$ cat src/rtl/spill_pkg.sv
// Shared types and helpers for the LDS spill-slot allocator: record layout and
// the contiguous-fit calculation used on every allocation request.
package spill_pkg;

    localparam int DEF_SLOTS     = 256;
    localparam int DEF_MAX_N     = 16;
    localparam int DEF_NWARPS    = 32;
    localparam int DEF_REC_DEPTH = 16;

    // Field widths are generous so any sensible SLOTS/MAX_N/NWARPS fits.
    localparam int REC_WID_W = 8;
    localparam int REC_N_W   = 8;
    localparam int REC_PAD_W = 16;

    typedef struct packed {
        logic [REC_WID_W-1:0] wid;
        logic [REC_N_W-1:0]   n;
        logic [REC_PAD_W-1:0] pad;
        logic                 done;
    } rec_t;

    typedef struct packed {
        logic                 fits;
        logic [REC_PAD_W-1:0] pad;
        logic [REC_PAD_W-1:0] base;
    } fit_t;

    function automatic fit_t fit_calc(input int unsigned head, input int unsigned n,
                                      input int unsigned used, input int unsigned slots);
        fit_t        r;
        int unsigned pad_v;
        int unsigned base_v;
        if (head + n <= slots) begin
            pad_v  = 0;
            base_v = head;
        end else begin
            pad_v  = slots - head;
            base_v = 0;
        end
        r.fits = (used + pad_v + n <= slots);
        r.pad  = REC_PAD_W'(pad_v);
        r.base = REC_PAD_W'(base_v);
        return r;
    endfunction

endpackage

$ cat src/rtl/spill_rec_fifo.sv
// In-order allocation record FIFO with per-entry done bits and an oldest-first
// warp-id search starting at the read pointer.
module spill_rec_fifo
    import spill_pkg::*;
#(
    parameter int DEPTH = DEF_REC_DEPTH,
    parameter int WID_W = 5,
    parameter int CNT_W = $clog2(DEPTH) + 1
) (
    input  logic                 clk,
    input  logic                 rst,
    input  logic                 push_i,
    input  rec_t                 push_rec_i,
    input  logic                 pop_i,
    input  logic                 search_valid_i,
    input  logic [WID_W-1:0]     search_wid_i,
    output logic                 found_o,
    output logic [REC_N_W-1:0]   head_n_o,
    output logic [REC_PAD_W-1:0] head_pad_o,
    output logic                 head_done_o,
    output logic                 empty_o,
    output logic                 full_o,
    output logic [CNT_W-1:0]     count_o
);
    localparam int PTR_W = $clog2(DEPTH);

    rec_t             mem_q [DEPTH];
    logic [PTR_W-1:0] wr_ptr_q, rd_ptr_q;
    logic [CNT_W-1:0] count_q;
    logic [DEPTH-1:0] match;
    logic [PTR_W-1:0] sel_off;
    logic             found;

    // match[k] refers to the k-th oldest live record, so the lowest set bit is the oldest hit.
    generate
        for (genvar gi = 0; gi < DEPTH; gi++) begin : g_match
            logic [PTR_W-1:0] idx;
            assign idx = rd_ptr_q + PTR_W'(gi);
            assign match[gi] = (CNT_W'(gi) < count_q)
                             && (mem_q[idx].wid == REC_WID_W'(search_wid_i))
                             && !mem_q[idx].done;
        end
    endgenerate

    always_comb begin
        found   = 1'b0;
        sel_off = '0;
        for (int k = DEPTH - 1; k >= 0; k--) begin
            if (match[k]) begin
                found   = 1'b1;
                sel_off = PTR_W'(k);
            end
        end
    end

    always_ff @(posedge clk or posedge rst) begin
        if (rst) begin
            for (int k = 0; k < DEPTH; k++) begin
                mem_q[k] <= '0;
            end
            wr_ptr_q <= '0;
            rd_ptr_q <= '0;
            count_q  <= '0;
        end else begin
            if (push_i) begin
                mem_q[wr_ptr_q] <= push_rec_i;
                wr_ptr_q        <= wr_ptr_q + 1'b1;
            end
            if (search_valid_i && found) begin
                mem_q[rd_ptr_q + sel_off].done <= 1'b1;
            end
            if (pop_i) begin
                rd_ptr_q <= rd_ptr_q + 1'b1;
            end
            count_q <= count_q + CNT_W'(push_i) - CNT_W'(pop_i);
        end
    end

    assign found_o     = search_valid_i && found;
    assign head_n_o    = mem_q[rd_ptr_q].n;
    assign head_pad_o  = mem_q[rd_ptr_q].pad;
    assign head_done_o = mem_q[rd_ptr_q].done;
    assign empty_o     = (count_q == '0);
    assign full_o      = (count_q == CNT_W'(DEPTH));
    assign count_o     = count_q;

endmodule

$ cat src/rtl/spill_slot_manager.sv
// Circular LDS spill-slot allocator: contiguous grants padded past the ring end,
// out-of-order frees by warp, in-order reclaim, off-chip answer when LDS is full.
module spill_slot_manager
    import spill_pkg::*;
#(
    parameter int SLOTS     = DEF_SLOTS,
    parameter int MAX_N     = DEF_MAX_N,
    parameter int NWARPS    = DEF_NWARPS,
    parameter int REC_DEPTH = DEF_REC_DEPTH,
    parameter int WID_W     = $clog2(NWARPS),
    parameter int ADDR_W    = $clog2(SLOTS),
    parameter int N_W       = $clog2(MAX_N + 1)
) (
    input  logic                         clk,
    input  logic                         rst,
    input  logic                         alloc_valid,
    output logic                         alloc_ready,
    input  logic [WID_W-1:0]             alloc_wid,
    input  logic [N_W-1:0]               alloc_n,
    output logic                         resp_valid,
    output logic                         resp_lds,
    output logic                         resp_err,
    output logic [ADDR_W-1:0]            resp_base,
    input  logic                         free_valid,
    input  logic [WID_W-1:0]             free_wid,
    output logic                         free_err,
    output logic [ADDR_W:0]              used_count,
    output logic [$clog2(REC_DEPTH):0]   rec_count,
    output logic [ADDR_W:0]              hwm,
    input  logic                         hwm_clr
);
    localparam int CNT_W = $clog2(REC_DEPTH) + 1;

    logic [ADDR_W-1:0]    head_q, head_d, tail_q, tail_d;
    logic [ADDR_W:0]      used_q, used_d, hwm_q, hwm_d;
    logic                 resp_valid_q, resp_lds_q, resp_err_q, free_err_q;
    logic [ADDR_W-1:0]    resp_base_q, resp_base_d;
    fit_t                 fit;
    logic                 accept, size_err, grant, retire;
    logic                 fifo_full, fifo_empty, head_done, found;
    logic [REC_N_W-1:0]   head_n;
    logic [REC_PAD_W-1:0] head_pad;
    rec_t                 push_rec;
    int unsigned          grant_amt, retire_amt, head_sum, tail_sum;

    always_comb begin
        accept      = alloc_valid && !fifo_full;
        size_err    = (alloc_n == '0) || (32'(alloc_n) > 32'(MAX_N));
        fit         = fit_calc(32'(head_q), 32'(alloc_n), 32'(used_q), 32'(SLOTS));
        grant       = accept && !size_err && fit.fits;
        retire      = !fifo_empty && head_done;
        grant_amt   = grant ? 32'(fit.pad) + 32'(alloc_n) : 32'd0;
        retire_amt  = retire ? 32'(head_pad) + 32'(head_n) : 32'd0;
        head_sum    = 32'(fit.base) + 32'(alloc_n);
        tail_sum    = 32'(tail_q) + retire_amt;
        head_d      = head_q;
        tail_d      = tail_q;
        if (grant) begin
            head_d = ADDR_W'((head_sum >= 32'(SLOTS)) ? head_sum - 32'(SLOTS) : head_sum);
        end
        if (retire) begin
            tail_d = ADDR_W'((tail_sum >= 32'(SLOTS)) ? tail_sum - 32'(SLOTS) : tail_sum);
        end
        // Fit check above used the pre-retire count, so this never exceeds SLOTS.
        used_d      = (ADDR_W+1)'(32'(used_q) + grant_amt - retire_amt);
        hwm_d       = hwm_clr ? used_d : ((used_d > hwm_q) ? used_d : hwm_q);
        resp_base_d = grant ? ADDR_W'(fit.base) : '0;
        push_rec    = '{wid: REC_WID_W'(alloc_wid), n: REC_N_W'(alloc_n), pad: fit.pad, done: 1'b0};
    end

    always_ff @(posedge clk or posedge rst) begin
        if (rst) begin
            head_q       <= '0;
            tail_q       <= '0;
            used_q       <= '0;
            hwm_q        <= '0;
            resp_valid_q <= 1'b0;
            resp_lds_q   <= 1'b0;
            resp_err_q   <= 1'b0;
            resp_base_q  <= '0;
            free_err_q   <= 1'b0;
        end else begin
            head_q       <= head_d;
            tail_q       <= tail_d;
            used_q       <= used_d;
            hwm_q        <= hwm_d;
            resp_valid_q <= accept;
            resp_lds_q   <= grant;
            resp_err_q   <= accept && size_err;
            resp_base_q  <= resp_base_d;
            free_err_q   <= free_valid && !found;
        end
    end

    spill_rec_fifo #(
        .DEPTH (REC_DEPTH),
        .WID_W (WID_W),
        .CNT_W (CNT_W)
    ) u_fifo (
        .clk            (clk),
        .rst            (rst),
        .push_i         (grant),
        .push_rec_i     (push_rec),
        .pop_i          (retire),
        .search_valid_i (free_valid),
        .search_wid_i   (free_wid),
        .found_o        (found),
        .head_n_o       (head_n),
        .head_pad_o     (head_pad),
        .head_done_o    (head_done),
        .empty_o        (fifo_empty),
        .full_o         (fifo_full),
        .count_o        (rec_count)
    );

    assign alloc_ready = !fifo_full;
    assign resp_valid  = resp_valid_q;
    assign resp_lds    = resp_lds_q;
    assign resp_err    = resp_err_q;
    assign resp_base   = resp_base_q;
    assign free_err    = free_err_q;
    assign used_count  = used_q;
    assign hwm         = hwm_q;

endmodule
$ cat config.mk
export PLATFORM = sky130hd
export DESIGN_NAME = spill_slot_manager
export DESIGN_NICKNAME = d
export VERILOG_FILES = /design/src/rtl/spill_pkg.sv /design/src/rtl/spill_rec_fifo.sv /design/src/rtl/spill_slot_manager.sv
export SDC_FILE = /design/constraint.sdc
export NUM_CORES = 1
export LEC_CHECK = 0
export CAP_MARGIN = 20
export CORE_UTILIZATION = 55
export DETAILED_ROUTE_END_ITERATION = 10
export GPL_ROUTABILITY_DRIVEN = 0
export PLACE_DENSITY = 0.74
export SYNTH_ARGS = -nofsm -noshare
export SYNTH_HDL_FRONTEND = slang
export SYNTH_HIERARCHICAL = 1
export SYNTH_SLANG_ARGS = --single-unit
$ cat constraint.sdc
create_clock -name clk -period 16.1 [get_ports clk]
set_input_delay 2.415 -clock clk [delete_from_list [all_inputs] [get_ports clk]]
set_output_delay 2.415 -clock clk [all_outputs]
set_load 0.005 [all_outputs]
==> out/results.txt <==
Setup repair after global routing left no endpoint under its margin. The initial utilization of the core area, before any placement, comes to 55.6%. Pin placement for this block handled 56 I/O pins. Power spread over the standard cell area amounts to 227 nW/um2.

Synthesis produced 2429 cells. In this design, the stage delay of the slowest critical-path cell is 890 ps. Highest ir drop seen on vdd: 0.208 mV. Among all stages on the critical path, the largest delay is contributed by sky130_fd_sc_hd__clkdlybuf4s50_1. Following the worst setup path forward leads to its endpoint at hwm[2]. The total setup buffers inserted after CTS was 0; the timing-limited maximum frequency was 86.4 MHz.

Cell chosen for the clock root: sky130_fd_sc_hd__clkbuf_16. The clock passes through at most 3 buffers. The number of cells traversed by the worst register-to-register path works out to 33.

The number of max-slew violations in the final report is 0, and the port buffer count is 55. The initial antenna violation count came out at 4. After floorplanning, the core was sized to cover 56300 um2.

The net count of the finished layout is 2585. In the final layout, flip-flops and latches occupy 11700 um2. For this block, the routed nets add up to 86600 um of wire. The analysis attributes to cell leakage a power of 15.6 nW. For the area of combinational cells with multiple inputs, the log shows 18700 um2. The worst pin sits at a relative slew slack of 22.1%. STA classifies the critical path startpoint as a primary input.

The initialized floorplan defines 87 standard-cell rows. The share of post-route cells with drive strength above 1 is 35.2%, and the cell area after technology mapping is 31300 um2. The length of the first detailed-routing pass in iterations came out at 7. Summing over every cut layer, the via total after detailed routing is 21900. The logs give 12070 ps for the arrival time reported for the critical path endpoint and 57800 um2 for the full die area.

The number of global-route vias before repair is 22100, and the DRC violations left is 0. The number of gates resized after CTS was 0. In this run the horizontal extent of the chip is 240 um. After layout, the worst setup slack is 4530 ps. Data on the critical path is required at its endpoint by 16600 ps.

The number of antenna diodes in the final layout is 0. The clock transition at the registers of the reported paths was 60 ps. The startpoint identified for the worst register-to-register timing path is head_q[0]. The detailed router finished its first iteration with 2406 violations. The first global-routing pass estimated 133000 um of wire. Timing analysis after detailed placement gives a worst setup slack of 3510 ps. The average instance area after synthesis is 12.9 um2, and the total of endpoints with negative setup slack in the final report is 0. For the final database, setup skew stands at 18.4 ps.

The total CTS buffers is 51, and the average wire per cell in the routed design is 26.6 um. The count of filler cells inserted in the layout is 4308. Class of the most critical hold timing path: reg -> reg. In the routed layout, each cell is associated on average with a via count of 6.71. CTS saw 467 sinks.

Final count of hold timing violations: 0. The run finished with clean final reports. TritonCTS built the clock tree.

The worst register-to-register path ends at hwm[2]. The worst setup path is of the in -> reg kind. The critical path starts at alloc_n[0].

The worst setup path is captured at a register. Entering global routing, the biggest net connects 132 pins. Global routing used 30.7% of the available tracks.

Yosys printed 6 warnings. Along the worst path, the maximum fanout reaches 37. The die height was 240 um; the HPWL reported at the end of detailed placement was 57700 um.

Across all register-to-register paths, the minimum setup slack is 7070 ps. The clock period minus final worst setup slack came out at 11570 ps. The detail route stage leaves a number of antenna-violating nets equal to 0. The sum of negative setup slack is 0 ps. From synthesis to final layout, the design area changed by 10.0%. The clock reaches the later pin of the worst-skew pair after 630 ps. Global routing finished with a remaining overflow of 0. The tools report the number of H-tree branching levels as 2. The final worst-path cycle share is 71.9%. For the pin with the worst max-slew slack, the measured transition is 1160 ps.

The tools report the number of buffers inserted for hold repair after clock tree synthesis as 0. Across the run, the number of max-cap violations was 0. For this run, the share of the core covered by cells in the final layout is 61.1%.
## cell type report
type                       instances  share of cell area [%]
clock buffer                      69                    4.17
clock inverter                    22                   0.804
inverter                          72                   0.807
multi-input combinational       1760                    54.2
sequential                       467                    34.0
tap                              756                    2.75
timing repair buffer             113                    3.24
## layer usage
layer / vias to the layer above / wire length, um / GRT usage, %
met5: - / 69 / 0
met4: 10 / 3850 / 13.3
met2: 1107 / 39600 / 46.6
met3: 229 / 8790 / 7.01
li1: 9211 / - / -
met1: 11300 / 34300 / 42.2
## layout by cell type (no fill, tap or decap), drive strengths merged, types with 57 or more instances in the layout
cell / instances
inv: 72
mux4: 262
mux2: 414
mux2i: 118
xor2: 61
xnor2: 76
clkbuf: 70
ha: 80
nand2: 83
nor2: 88
buf: 57
dfrtp: 467
conb: 74
## worst min-delay path by stage
stage	endpoint	depth (start not counted)	slack [ps]
floorplan	register	1	470
global placement	register	1	480
detailed placement	register	1	490
CTS	register	1	500
global route	register	1	510
finish	register	1	500
## per-stage QoR
step / instances / area [um2] / total power, W / hold WS (ps)
6_report: 3259 / 34400 / 0.00780 / 498
4_1_cts: 3250 / 34300 / 0.00770 / 501
5_1_grt: 3259 / 34400 / 0.00822 / 510
3_3_place_gp: 3155 / 32500 / 0.00631 / 481
3_5_place_dp: 3159 / 32600 / 0.00648 / 488
2_1_floorplan: 2501 / 31500 / 0.00532 / 474
## report_power, final
group          leakage (nW)  total, W  internal [W]  switching, W
clock                 0.825   0.00119      0.000678      0.000513
sequential             6.28   0.00190       0.00151      0.000391
combinational          8.47   0.00471       0.00218       0.00253
## critical path, delay by kind of cell
family	cells	cell delay, ps
and+or+nand+nor	6	900
adders and majority gates	8	3280
AOI/OAI and AO/OA	14	3550
muxes	1	390
xor gates and xnor gates	1	220
buffers and inverters	4	1280
(Power assumes the default switching activity.)
